File: src/rtl/axi4_lite_arbiter_if.sv
// Master-side bus between the two-requester arbiter and the AXI4-Lite master engine.
// The "master" modport is the arbiter's view; "slave" is the engine's view.
interface axi4_lite_arbiter_if #(
  parameter int AXI_ADDR_WIDTH = 64,
  parameter int AXI_DATA_WIDTH = 32
);
  logic [AXI_ADDR_WIDTH-1:0] m_addr_o;
  logic [AXI_DATA_WIDTH-1:0] m_data_o;
  logic                      m_start_read_o;
  logic                      m_start_write_o;
  logic [AXI_DATA_WIDTH-1:0] m_data_i;
  logic                      m_read_fault_i;
  logic                      m_write_fault_i;
  logic                      m_done_i;

  modport master (
    output m_addr_o, m_data_o, m_start_read_o, m_start_write_o,
    input  m_data_i, m_read_fault_i, m_write_fault_i, m_done_i
  );

  modport slave (
    input  m_addr_o, m_data_o, m_start_read_o, m_start_write_o,
    output m_data_i, m_read_fault_i, m_write_fault_i, m_done_i
  );
endinterface

File: src/rtl/axi4_lite_arbiter.sv
// Round-robin arbiter sharing one AXI4-Lite master between a fetch (0) and a data (1)
// requester, with a single transaction outstanding at a time.
//
// state    | meaning
// ---------+-----------------------------------------------------------
// ST_IDLE  | no transaction; grant a requester when any req is high
// ST_ISSUE | pulse the read/write start to the master for one cycle
// ST_WAIT  | wait for m_done_i, then complete back to the granted requester
module axi4_lite_arbiter #(
  parameter int AXI_ADDR_WIDTH = 64,
  parameter int AXI_DATA_WIDTH = 32
) (
  input  logic                      clk_i,
  input  logic                      arst_i,
  input  logic                      req0_i,
  input  logic                      req1_i,
  input  logic                      we0_i,
  input  logic                      we1_i,
  input  logic [AXI_ADDR_WIDTH-1:0] addr0_i,
  input  logic [AXI_ADDR_WIDTH-1:0] addr1_i,
  input  logic [AXI_DATA_WIDTH-1:0] wdata0_i,
  input  logic [AXI_DATA_WIDTH-1:0] wdata1_i,
  output logic                      done0_o,
  output logic                      done1_o,
  output logic [AXI_DATA_WIDTH-1:0] rdata0_o,
  output logic [AXI_DATA_WIDTH-1:0] rdata1_o,
  output logic                      fault0_o,
  output logic                      fault1_o,
  axi4_lite_arbiter_if.master       m
);

  typedef enum logic [1:0] {
    ST_IDLE  = 2'd0,
    ST_ISSUE = 2'd1,
    ST_WAIT  = 2'd2
  } state_t;

  state_t                    state;
  state_t                    state_nxt;
  logic                      ptr;
  logic                      gnt_id;
  logic                      lat_we;
  logic [AXI_ADDR_WIDTH-1:0] lat_addr;
  logic [AXI_DATA_WIDTH-1:0] lat_wdata;
  logic                      any_req;
  logic                      gnt_sel;
  logic                      grant;
  logic                      complete;
  logic                      cpl_fault;

  assign any_req = req0_i | req1_i;
  // The pointer only breaks ties; a lone requester wins regardless of it.
  assign gnt_sel = (req0_i && req1_i) ? ptr : req1_i;

  always_ff @(posedge clk_i or negedge arst_i) begin
    if (!arst_i) state <= ST_IDLE;
    else         state <= state_nxt;
  end

  always_comb begin
    state_nxt = state;
    grant     = 1'b0;
    complete  = 1'b0;
    case (state)
      ST_IDLE: begin
        if (any_req) begin
          grant     = 1'b1;
          state_nxt = ST_ISSUE;
        end
      end
      ST_ISSUE: state_nxt = ST_WAIT;
      ST_WAIT: begin
        if (m.m_done_i) begin
          complete  = 1'b1;
          state_nxt = ST_IDLE;
        end
      end
      default: state_nxt = ST_IDLE;
    endcase
  end

  assign cpl_fault = lat_we ? m.m_write_fault_i : m.m_read_fault_i;

  always_ff @(posedge clk_i or negedge arst_i) begin
    if (!arst_i) begin
      ptr       <= 1'b0;
      gnt_id    <= 1'b0;
      lat_we    <= 1'b0;
      lat_addr  <= '0;
      lat_wdata <= '0;
      done0_o   <= 1'b0;
      done1_o   <= 1'b0;
      rdata0_o  <= '0;
      rdata1_o  <= '0;
      fault0_o  <= 1'b0;
      fault1_o  <= 1'b0;
    end else begin
      done0_o <= 1'b0;
      done1_o <= 1'b0;
      if (grant) begin
        gnt_id    <= gnt_sel;
        lat_we    <= gnt_sel ? we1_i    : we0_i;
        lat_addr  <= gnt_sel ? addr1_i  : addr0_i;
        lat_wdata <= gnt_sel ? wdata1_i : wdata0_i;
      end
      if (complete) begin
        ptr <= ~gnt_id;
        if (gnt_id) begin
          done1_o  <= 1'b1;
          fault1_o <= cpl_fault;
          if (!lat_we) rdata1_o <= m.m_data_i;
        end else begin
          done0_o  <= 1'b1;
          fault0_o <= cpl_fault;
          if (!lat_we) rdata0_o <= m.m_data_i;
        end
      end
    end
  end

  assign m.m_addr_o        = lat_addr;
  assign m.m_data_o        = lat_wdata;
  assign m.m_start_read_o  = (state == ST_ISSUE) && !lat_we;
  assign m.m_start_write_o = (state == ST_ISSUE) &&  lat_we;

endmodule

File: src/flat_wrapper.sv
// flat-port wrapper written by rule: the top's interface ports become plain ports
module axi4_lite_arbiter_flat 
#(
  parameter int AXI_ADDR_WIDTH = 64,
  parameter int AXI_DATA_WIDTH = 32
)
  (clk_i, arst_i, req0_i, req1_i, we0_i, we1_i, addr0_i, addr1_i, wdata0_i, wdata1_i, done0_o, done1_o, rdata0_o, rdata1_o, fault0_o, fault1_o, m_m_addr_o, m_m_data_o, m_m_start_read_o, m_m_start_write_o, m_m_data_i, m_m_read_fault_i, m_m_write_fault_i, m_m_done_i);
  axi4_lite_arbiter_if #(.AXI_ADDR_WIDTH(AXI_ADDR_WIDTH), .AXI_DATA_WIDTH(AXI_DATA_WIDTH)) m_i ();
  input  logic clk_i;
  input  logic arst_i;
  input  logic req0_i;
  input  logic req1_i;
  input  logic we0_i;
  input  logic we1_i;
  input  logic [AXI_ADDR_WIDTH-1:0] addr0_i;
  input  logic [AXI_ADDR_WIDTH-1:0] addr1_i;
  input  logic [AXI_DATA_WIDTH-1:0] wdata0_i;
  input  logic [AXI_DATA_WIDTH-1:0] wdata1_i;
  output logic done0_o;
  output logic done1_o;
  output logic [AXI_DATA_WIDTH-1:0] rdata0_o;
  output logic [AXI_DATA_WIDTH-1:0] rdata1_o;
  output logic fault0_o;
  output logic fault1_o;
  output wire logic [$bits(m_i.m_addr_o)-1:0] m_m_addr_o;
  output wire logic [$bits(m_i.m_data_o)-1:0] m_m_data_o;
  output wire logic [$bits(m_i.m_start_read_o)-1:0] m_m_start_read_o;
  output wire logic [$bits(m_i.m_start_write_o)-1:0] m_m_start_write_o;
  input wire logic [$bits(m_i.m_data_i)-1:0] m_m_data_i;
  input wire logic [$bits(m_i.m_read_fault_i)-1:0] m_m_read_fault_i;
  input wire logic [$bits(m_i.m_write_fault_i)-1:0] m_m_write_fault_i;
  input wire logic [$bits(m_i.m_done_i)-1:0] m_m_done_i;
  assign m_m_addr_o = m_i.m_addr_o;
  assign m_m_data_o = m_i.m_data_o;
  assign m_m_start_read_o = m_i.m_start_read_o;
  assign m_m_start_write_o = m_i.m_start_write_o;
  assign m_i.m_data_i = m_m_data_i;
  assign m_i.m_read_fault_i = m_m_read_fault_i;
  assign m_i.m_write_fault_i = m_m_write_fault_i;
  assign m_i.m_done_i = m_m_done_i;
  axi4_lite_arbiter #(.AXI_ADDR_WIDTH(AXI_ADDR_WIDTH), .AXI_DATA_WIDTH(AXI_DATA_WIDTH)) u_core (.clk_i(clk_i), .arst_i(arst_i), .req0_i(req0_i), .req1_i(req1_i), .we0_i(we0_i), .we1_i(we1_i), .addr0_i(addr0_i), .addr1_i(addr1_i), .wdata0_i(wdata0_i), .wdata1_i(wdata1_i), .done0_o(done0_o), .done1_o(done1_o), .rdata0_o(rdata0_o), .rdata1_o(rdata1_o), .fault0_o(fault0_o), .fault1_o(fault1_o), .m(m_i));
endmodule
File: config.mk
export PLATFORM = sky130hd
export DESIGN_NAME = axi4_lite_arbiter_flat
export DESIGN_NICKNAME = d
export VERILOG_FILES = /design/src/rtl/axi4_lite_arbiter_if.sv /design/src/rtl/axi4_lite_arbiter.sv /design/src/flat_wrapper.sv
export SDC_FILE = /design/constraint.sdc
export NUM_CORES = 1
export LEC_CHECK = 0
export CORE_AREA = 2 2 157 159
export DETAILED_ROUTE_END_ITERATION = 10
export DIE_AREA = 0 0 159 161
export PLACE_DENSITY_LB_ADDON = 0.08
export SKIP_CTS_REPAIR_TIMING = 1
export SLEW_MARGIN = 20
export SYNTH_ARGS = -nofsm -noshare
export SYNTH_HDL_FRONTEND = slang
export SYNTH_SLANG_ARGS = --single-unit
File: constraint.sdc
create_clock -name clk_i -period 3.9 [get_ports clk_i]
set_clock_uncertainty 0.15 [all_clocks]
set_input_delay 0.585 -clock clk_i [delete_from_list [all_inputs] [get_ports clk_i]]
set_output_delay 0.585 -clock clk_i [all_outputs]
set_load 0.1 [all_outputs]
======== Word-level counts from Yosys, hierarchy flattened ========
Index checks and enable logic that the tools add are counted.
Widths: inputs -> output; s select.
storage, ports and cells
  register bits after elaboration ......... 169
  output and inout bits ................... 166
  word-level logic and storage cells ...... 45
cells by class
  equal/unequal tests ..................... 4
  bitwise logic cells ..................... 3
  reduce and logical (&&, ||, !) cells .... 10
  muxes and demuxes ....................... 16
operators with widths
  cell                count
  $mux 64             1
  $mux 32             1
  $mux 1              11
  $pmux 2 s3          1
  $reduce_and 2->1    3
  $reduce_and 3->1    2
  $mux 2              2
  $logic_and 1x1->1   3
  $eq 2x1->1 const B  1
  $eq 2x2->1 const B  1
  $logic_not 2->1     1
  $ne 2x1->1 const B  1
  $ne 2x2->1 const B  1
  $not 1->1           2
  $logic_not 1->1     1
  $or 1x1->1          1

======== Logic depth before layout (Yosys ltp) ========
Gate-level depths: netlist (run 1).
  word-level depth ........................ 3
  mapped depth ............................ 7
  depth with buffers taken out ............ 3

======== Least setup slack after synthesis (run 1) ========
No wires, ideal clock.
  kind .................................... register to output
  start point ............................. reg u_core.state[1]
  end point ............................... out m_m_start_read_o
  stages on the path, launching flop included .. 3
  path buffers ............................ 0
  path slack .............................. 1.333 ns
  data arrival time ....................... 1.832 ns
  cells stage by stage .................... dfrtp_1 -> nand2b_1 -> nor2_1
on the way
  longest elaborated chain between the ends .. 2
RTL lines
  item                    RTL line                  RTL
  from (decl)             axi4_lite_arbiter.sv:38   state_t state;
  from (signal assigned)  axi4_lite_arbiter.sv:57   else state <= state_nxt;
  $eq 2x1->1              axi4_lite_arbiter.sv:123  assign m.m_start_read_o = (state == ST_ISSUE) && !lat_we;
  $logic_and 1x1->1       axi4_lite_arbiter.sv:123
  to (decl)               flat_wrapper.sv:27        output wire logic [$bits(m_i.m_start_read_o)-1:0] m_m_start_read_o;
Every way passes these cells.

======== Worst setup path in the final report (run 1) ========
  start point ............................. reg u_core.fault1_o
  end point ............................... out fault1_o
RTL lines
  item                    RTL line                  RTL
  from (decl)             axi4_lite_arbiter.sv:28   output logic fault1_o,
  from (signal assigned)  axi4_lite_arbiter.sv:110  fault1_o <= cpl_fault;
  to (decl)               flat_wrapper.sv:24        output logic fault1_o;
No word-level cell between the ends.

==> impl_metrics.env, run 1 <==
export IMPL_status="finished with violations"
export IMPL_crit_arrival_ns=2.00
export IMPL_relSlewSlack_pct=29.9
export IMPL_drcViolationCount=0
export IMPL_synth_largest_area_cell="dfrtp_1"
export IMPL_track_usage_pct=22.1
export IMPL_yosys_warnings=0
export IMPL_cts_root_buf="clkbuf_16"
export IMPL_worstHoldPathType="input pin to asynchronous set/reset pin"
export IMPL_worstSetupPathDepth=1
export IMPL_drv_cap=0
export IMPL_fmax_ghz=0.366
export IMPL_grt_antenna_before_repair=1
export IMPL_placement_cell_area_um2=11800
export IMPL_syn_num_nets=962
export IMPL_synth_seq_cells=169
export IMPL_drt_initial_drc_count=420
export IMPL_initial_core_util_pct=31.5
export IMPL_postRouteAntennaNets=0
export IMPL_layout_drive_gt1_share_pct=10.2
export IMPL_cts_tree="yes"
export IMPL_seq_area_frac_synth_pct=55.9
export IMPL_clkLatencyLatePin_ns=0.42
export IMPL_post_route_util_pct=51.6
export IMPL_io_pins=399
export IMPL_ys_top_cells_by_area="dfrtp_1 56%, a31oi_1 8.0%, mux2_2 7.6%"
export IMPL_setup_viol=0
export IMPL_cp_cell_sequence="clkdlybuf4s50_1"
export IMPL_start_kind="flip-flop"
export IMPL_nFillCells=2275
export IMPL_core_area_um2=24000
export IMPL_crit_required_ns=3.16
export IMPL_rsz0062_at_grt="false"
export IMPL_final_nets=1315
export IMPL_syn_area_um2=7560
export IMPL_crit_fanout=2
export IMPL_end_kind="output port"
export IMPL_cts_num_sinks=169
export IMPL_hpwl_mm=19.3
export IMPL_die_width_um=159
export IMPL_synth_top_area_share_pct=55.9
export IMPL_cts_buffers=17
export IMPL_wl_per_cell_um=20.4
export IMPL_grt_pass1_vias=7549
export IMPL_ctsHtreeMaxLevel=4
export IMPL_vias_per_cell=5.20
export IMPL_clockBufferDepth=2
export IMPL_multi_input_area_um2=2980
export IMPL_grt_max_degree=99
export IMPL_report_final_slew_viol_count=0
export IMPL_regArea_um2=4230
export IMPL_synth_cell_types=29
export IMPL_numPortBuffers=398
export IMPL_crit_type="flip-flop to output port"
export IMPL_tightest_slew_ns=1.05
export IMPL_die_area_um2=25600
export IMPL_r2r_cells=4
export IMPL_post_route_period_util_pct=70.1
export IMPL_syn_inst=729
export IMPL_num_rows=57
export IMPL_setup_tns_final_ns=0
export IMPL_num_vias=7377
export IMPL_violations="negative hold slack"
export IMPL_path_clk_slew_ns=0.07
export IMPL_hold_viol=2
export IMPL_wl_mm=29.0
export IMPL_worst_path_buf_inv=1
export IMPL_synth_avg_cell_area_um2=10.4
export IMPL_crit_family="buffers and inverters"
export IMPL_fp_dieH_um=161
export IMPL_gp_congestion=0.778
export IMPL_period_needed_ns=2.73
export IMPL_syn2layout_area_growth_pct=63.7
export IMPL_grt_first_pass_wirelength_mm=44.4
export IMPL_cpMaxStageDelayCell="clkdlybuf4s50_1"
export IMPL_final_area_um2=12400
export IMPL_gr_total_overflow=0
export IMPL_dr_pass1_iters=5
export IMPL_slowest_delay_ns=1.17
export IMPL_hold_slack_ns=-0.00899
## cell families after synthesis
group / after synthesis / synth area share (%)
compound gates: 297 / 21.3
buf+inv: 83 / 5.10
flops: 169 / 55.9
mux: 65 / 9.67
simple gates: 115 / 7.96
## final timing paths
| check | start | end | slack, ns |
|---|---|---|---|
| worst max-delay path | u_core.fault1_o | fault1_o | 1.17 |
| worst min-delay path | arst_i | u_core.rdata1_o[12] | -0.009 |
| worst max register to register | u_core.state[0] | u_core.rdata0_o[15] | 1.84 |
| worst min register to register | u_core.rdata1_o[3] | u_core.rdata1_o[3] | 0.34 |
| max in group asynchronous | arst_i | u_core.rdata1_o[15] | 2.58 |
| min in group clk_i | u_core.rdata1_o[3] | u_core.rdata1_o[3] | 0.34 |
## cells in the mapped netlist, drive strengths merged
master and instances:
nand2b 3, nand3 97, inv 3, nand4b 1, a21oi 98, a21o 1, clkbuf 39, mux2i 1
o31ai 1, dfrtp 169, nor2 7, or2 2, mux2 64, buf 41, nor3 1, nand3b 1
nor2b 1, o21ai 100, nand2 1, a31oi 97, and4bb 1
## area by class of cell
| class | instances | area share, % |
|---|---|---|
| Inverter | 3 | 0.0910 |
| Multi-Input combinational cell | 477 | 24.1 |
| Clock buffer | 17 | 3.44 |
| Clock inverter | 15 | 1.23 |
| Tap cell | 324 | 3.28 |
| Sequential cell | 169 | 34.2 |
| Timing Repair Buffer | 414 | 33.7 |
| Antenna cell | 1 | 0.0202 |
## registers in the layout, summed over array words and instances, names as in the netlist
| signal | count |
|---|---|
| u_core.done0_o | 1 |
| u_core.done1_o | 1 |
| u_core.fault0_o | 1 |
| u_core.fault1_o | 1 |
| u_core.gnt_id | 1 |
| u_core.lat_we | 1 |
| u_core.m.m_addr_o | 64 |
| u_core.m.m_data_o | 32 |
| u_core.ptr | 1 |
| u_core.rdata0_o | 32 |
| u_core.rdata1_o | 32 |
| u_core.state | 2 |
## metal layers
metal,part of all wire [%],wire [um],global-route usage (%),vias to the layer above
met3,8.3,2400,7.24,52
met1,41,11800,26.8,3589
met5,0,0,0,-
met4,3.3,957,8.97,0
met2,48,13800,36.4,323
li1,-,-,-,3413
## cells in the final DEF, fill, tap and decap left out
cell,instances
clkinvlp_4,2
buf_12,6
inv_2,1
or2_4,1
nand3b_1,1
nor2_4,2
nor2b_4,1
clkinv_2,1
clkinv_4,2
a21o_1,1
inv_1,2
nand2_1,1
nor3_4,1
clkdlybuf4s50_1,394
nor2_1,4
inv_8,5
o21ai_0,97
nand4b_1,1
mux2_1,13
or2_1,1
diode_2,1
a31oi_1,97
clkinv_8,2
buf_4,13
mux2_2,51
mux2i_1,1
dfrtp_1,169
nand2b_4,1
inv_6,3
a21oi_1,98
o31ai_1,1
and4bb_2,1
nand2b_1,2
buf_6,1
nor2_2,1
clkbuf_16,17
o21ai_1,3
nand3_1,97
## per-stage QoR
step | hold slack (ns) | std cells | worst slack, ns
final | -0.00899 | 1420 | 1.17
after global routing | 0.0331 | 1420 | 1.12
after CTS | 0.0273 | 1419 | 1.12
after detailed placement | 0.324 | 1387 | 1.26
after global placement | 0.316 | 1387 | 1.28
after floorplan | 0.139 | 729 | 1.33
Power of run 1 is left out: the tool's default activity adds up to more than one toggle a clock period on the data nets, which glitch-free logic cannot reach.
==> inputs of run 2 (changes only) <==
- CORE_AREA: 2 2 157 159 -> 2 2 154 156
- DIE_AREA: 0 0 159 161 -> 0 0 156 158
- clock period: 3.9 -> 2.8 ns (I/O delays scaled with it)
==> run 2 against run 1 <==
Worst setup slack lost 0.46 ns. Non-clock buffer count increased by 4. The flow now finishes without violations. Sequential cell count did not move. Routed wire length is 3.8% lower. Sequential share of layout area rose by 1.0 points. Final area decreased by 3.0%. Die area shrank 3.7%. Global-route usage fell by 0.29 points.
==> impl_metrics.env, run 2 (same netlist as run 1, synthesis figures left out) <==
export IMPL_status="finished, final reports clean"
export IMPL_fmax_ghz=0.477
export IMPL_postRouteAntennaNets=0
export IMPL_drcViolationCount=0
export IMPL_clkLatencyLatePin_ns=0.42
export IMPL_io_pins=399
export IMPL_post_route_period_util_pct=74.8
export IMPL_cts_num_sinks=169
export IMPL_cts_buffers=17
export IMPL_gr_total_overflow=0
export IMPL_die_width_um=156
export IMPL_setup_viol=0
export IMPL_place_ws_ns=0.543
export IMPL_die_area_um2=24600
export IMPL_clockBufferDepth=2
export IMPL_gp_congestion=0.806
export IMPL_nFillCells=2185
export IMPL_vias_per_cell=5.31
export IMPL_layout_commonest_cell="clkdlybuf4s50_1"
export IMPL_final_cell_mix="230 x clkdlybuf4s50_1, 176 x buf_4, 169 x dfrtp_1"
export IMPL_drt_met1_wl_mm=11.5
export IMPL_period_needed_ns=2.09
export IMPL_dr_wl_met2_mm=13.3
export IMPL_tightest_slew_ns=0.582
export IMPL_hold_slack_ns=0.304
export IMPL_ctsHtreeMaxLevel=4
export IMPL_initial_core_util_pct=32.8
export IMPL_num_rows=56
export IMPL_num_vias=7375
export IMPL_grt_max_degree=83
export IMPL_rsz0062_at_grt="false"
export IMPL_final_nets=1319
export IMPL_grt_first_pass_wirelength_mm=41.6
export IMPL_cts_tree="yes"
export IMPL_dr_wl_met3_mm=2.09
export IMPL_report_final_slew_viol_count=0
export IMPL_hpwl_mm=18.5
export IMPL_worstHoldPathType="input pin to flip-flop"
export IMPL_crit_fanout=7
export IMPL_grt_pass1_vias=7278
export IMPL_grt_antenna_before_repair=1
export IMPL_core_area_um2=23100
export IMPL_numPortBuffers=398
export IMPL_setup_tns_final_ns=0
export IMPL_start_kind="flip-flop"
export IMPL_path_clk_slew_ns=0.07
export IMPL_hold_viol=0
export IMPL_top_layer="met4"
export IMPL_fp_dieH_um=158
export IMPL_layout_drive_gt1_share_pct=25.4
export IMPL_dr_pass1_iters=6
export IMPL_drv_cap=0
export IMPL_crit_required_ns=2.23
export IMPL_cts_root_buf="clkbuf_16"
export IMPL_crit_type="flip-flop to output port"
export IMPL_setup_ws_ns=0.706
export IMPL_largest_reg_flops=64
export IMPL_drt_initial_drc_count=442
export IMPL_regArea_um2=4230
export IMPL_track_usage_pct=21.8
export IMPL_crit_arrival_ns=1.52
export IMPL_syn2layout_area_growth_pct=58.8
export IMPL_end_kind="output port"
export IMPL_rrSetupSlack_ns=0.89
export IMPL_relSlewSlack_pct=61.2
export IMPL_wl_per_cell_um=20.0
export IMPL_multi_input_area_um2=2980
export IMPL_wl_mm=27.9
==> run 2: cell types whose count changed in the layout (fill, tap and decap cells not counted) <==
| cell | before | now |
|---|---|---|
| dlygate4sd3_1 | 0 | 1 |
| clkinv_4 | 2 | 3 |
| buf_4 | 13 | 176 |
| clkdlybuf4s50_1 | 394 | 230 |
| inv_8 | 5 | 6 |
| inv_6 | 3 | 1 |
| buf_12 | 6 | 10 |
==> run 2: worst max-delay path, cell delays in order (launching register included) <==
cell      delay, ns
dfrtp_1        0.46
nand2b_1       0.22
nor2_1         0.12
buf_4          0.30
==> run 2: layout make-up <==
type / instances / share of cell area (%)
Multi-Input combinational cell: 477 / 24.8
Tap cell: 290 / 3.02
Clock buffer: 17 / 3.54
Timing Repair Buffer: 418 / 32.0
Clock inverter: 15 / 1.29
Sequential cell: 169 / 35.2
Inverter: 3 / 0.0938
Antenna cell: 1 / 0.0208
==> run 2: through the flow <==
step                      cells  area, um2  utilization (%)
final                      1390      12000             52.1
after global routing       1390      12000             52.1
after CTS                  1388      12000             52.0
after detailed placement   1356      11400             49.5
after global placement     1356      11400             49.5
after floorplan             729       7560                -
==> run 2: final timing paths <==
check,depth (start not counted),startpoint,end
min reg2reg,1,u_core.rdata1_o[17],u_core.rdata1_o[17]
max reg2reg,4,u_core.state[0],u_core.m.m_data_o[23]
min in group asynchronous,2,arst_i,u_core.rdata0_o[1]
max in group asynchronous,3,arst_i,u_core.m.m_addr_o[52]
min,3,req1_i,u_core.m.m_addr_o[53]
max,3,u_core.state[1],m_m_start_read_o
==> run 2: metal layers <==
| metal | vias to the layer above | global-route usage (%) |
|---|---|---|
| li1 | 3433 | - |
| met1 | 3582 | 27.4 |
| met2 | 305 | 35.4 |
| met3 | 55 | 5.78 |
| met4 | 0 | 9.52 |
| met5 | - | 0 |
Power of run 2 is left out for the same reason.
==> inputs of run 3 (changes only) <==
- CORE_AREA: 2 2 154 156 -> default
- CORE_ASPECT_RATIO: default -> 0.6
- CORE_MARGIN: default -> 2
- CORE_UTILIZATION: default -> 36
- DIE_AREA: 0 0 156 158 -> default
- clock period: 2.8 -> 1.7 ns (I/O delays scaled with it)
==> run 3 against run 2 <==
The flow now finishes with violations (negative setup slack). Hold slack lost 0.20 ns. Sequential cell count is the same. Utilization grew 18 points. Cell count grew 1.2%. Critical endpoint is now m_m_start_write_o. Largest cell class is now buffers.
==> impl_metrics.env, run 3 (same netlist as run 1, synthesis figures left out) <==
export IMPL_status="finished with violations"
export IMPL_violations="negative setup slack"
export IMPL_drv_cap=0
export IMPL_final_nets=1347
export IMPL_report_final_slew_viol_count=0
export IMPL_track_usage_pct=25.4
export IMPL_rsz0062_at_grt="true"
export IMPL_die_width_um=191
export IMPL_gr_total_overflow=0
export IMPL_io_pins=399
export IMPL_ctsHtreeMaxLevel=4
export IMPL_cts_num_sinks=169
export IMPL_layout_commonest_cell="clkdlybuf4s50_1"
export IMPL_drcViolationCount=0
export IMPL_gp_congestion=0.823
export IMPL_fmax_ghz=0.536
export IMPL_layout_drive_gt1_share_pct=28.2
export IMPL_dr_pass1_iters=4
export IMPL_die_area_um2=22200
export IMPL_setup_ws_ns=-0.165
export IMPL_place_ws_ns=-0.331
export IMPL_wl_mm=29.9
export IMPL_initial_core_util_pct=36.3
export IMPL_wl_per_cell_um=21.3
export IMPL_cts_tree="yes"
export IMPL_cts_root_buf="clkbuf_16"
export IMPL_clockBufferDepth=2
export IMPL_largest_reg_flops=64
export IMPL_numPortBuffers=398
export IMPL_post_route_period_util_pct=110
export IMPL_grt_max_degree=66
export IMPL_grt_antenna_before_repair=1
export IMPL_reg2reg_to="u_core.rdata0_o[18]"
export IMPL_start_kind="flip-flop"
export IMPL_final_area_um2=14700
export IMPL_end_kind="output port"
export IMPL_r2r_cells=5
export IMPL_tightest_slew_ns=0.368
export IMPL_placement_cell_area_um2=13800
export IMPL_crit_required_ns=1.29
export IMPL_cts_buffers=17
export IMPL_num_vias=7607
export IMPL_grt_pass1_vias=7406
export IMPL_clkLatencyLatePin_ns=0.43
export IMPL_core_area_um2=20800
export IMPL_crit_arrival_ns=1.46
export IMPL_multi_input_area_um2=3150
export IMPL_fp_dieH_um=116
export IMPL_syn2layout_area_growth_pct=94.1
export IMPL_crit_type="flip-flop to output port"
export IMPL_num_rows=41
export IMPL_postRouteAntennaNets=0
export IMPL_path_clk_slew_ns=0.07
export IMPL_nFillCells=1538
export IMPL_rrSetupSlack_ns=-0.09
export IMPL_vias_per_cell=5.41
export IMPL_hold_viol=0
export IMPL_crit_fanout=4
export IMPL_r2r_start="u_core.state[0]"
export IMPL_grt_first_pass_wirelength_mm=43.1
export IMPL_drt_initial_drc_count=496
export IMPL_final_cell_mix="230 x clkdlybuf4s50_1, 187 x buf_12, 168 x dfrtp_1"
export IMPL_setup_viol=59
export IMPL_regArea_um2=4230
export IMPL_crit_start="u_core.state[1]"
export IMPL_period_needed_ns=1.86
export IMPL_worstHoldPathType="input pin to asynchronous set/reset pin"
export IMPL_relSlewSlack_pct=75.5
export IMPL_hpwl_mm=20.4
[run 3: cell types whose count changed in the layout (fill, tap and decap cells not counted), sizes merged]
cell,delta
inv,-4
clkinv,-1
buf,+26
clkbuf,+2
bufinv,+3
clkinvlp,+2
[run 3: layout make-up]
class	instances	share of cell area (%)
timing repair buffer	446	43.1
sequential	169	28.8
multi-input combinational	477	21.5
clock buffer	17	2.90
tap	279	2.38
clock inverter	15	1.19
inverter	3	0.0768
antenna	1	0.0171
[run 3: worst max-delay path: stages (launching register included)]
cell and delay, ns:
dfrtp_1 0.42, buf_6 0.14, nand2b_4 0.16, nor2_4 0.12
buf_12 0.18
[run 3: worst max-delay path by stage]
| stage | cells past startpoint | to | slack (ns) |
|---|---|---|---|
| CTS | 4 | m_m_start_read_o | -0.26 |
| global route | 4 | m_m_start_write_o | -0.22 |
| finish | 4 | m_m_start_write_o | -0.16 |
| global placement | 5 | u_core.rdata0_o[5] | -0.27 |
| floorplan | 2 | m_m_start_read_o | -0.1 |
| detailed placement | 5 | u_core.rdata0_o[2] | -0.33 |
[run 3: metrics by stage]
| stage | setup TNS, ns | instances | hold WS, ns | util, % |
|---|---|---|---|---|
| after floorplan | -0.194 | 729 | -0.191 | - |
| after global placement | -20.20 | 1365 | -0.00650 | 66.1 |
| after detailed placement | -25.29 | 1365 | -0.00612 | 66.1 |
| after CTS | -1.32 | 1397 | -0.469 | 68.9 |
| after global routing | -7.17 | 1407 | 0.136 | 70.4 |
| final | -3.58 | 1407 | 0.104 | 70.4 |
[run 3: layer usage]
metal	wire (um)	track usage [%]	share of wire [%]	up-vias
li1	-	-	-	3478
met1	12100	31.8	40	3791
met2	14700	42.2	49	297
met3	2380	7.81	7.9	41
met4	707	8.92	2.4	0
met5	0	0	0	-
Power of run 3 is left out for the same reason.
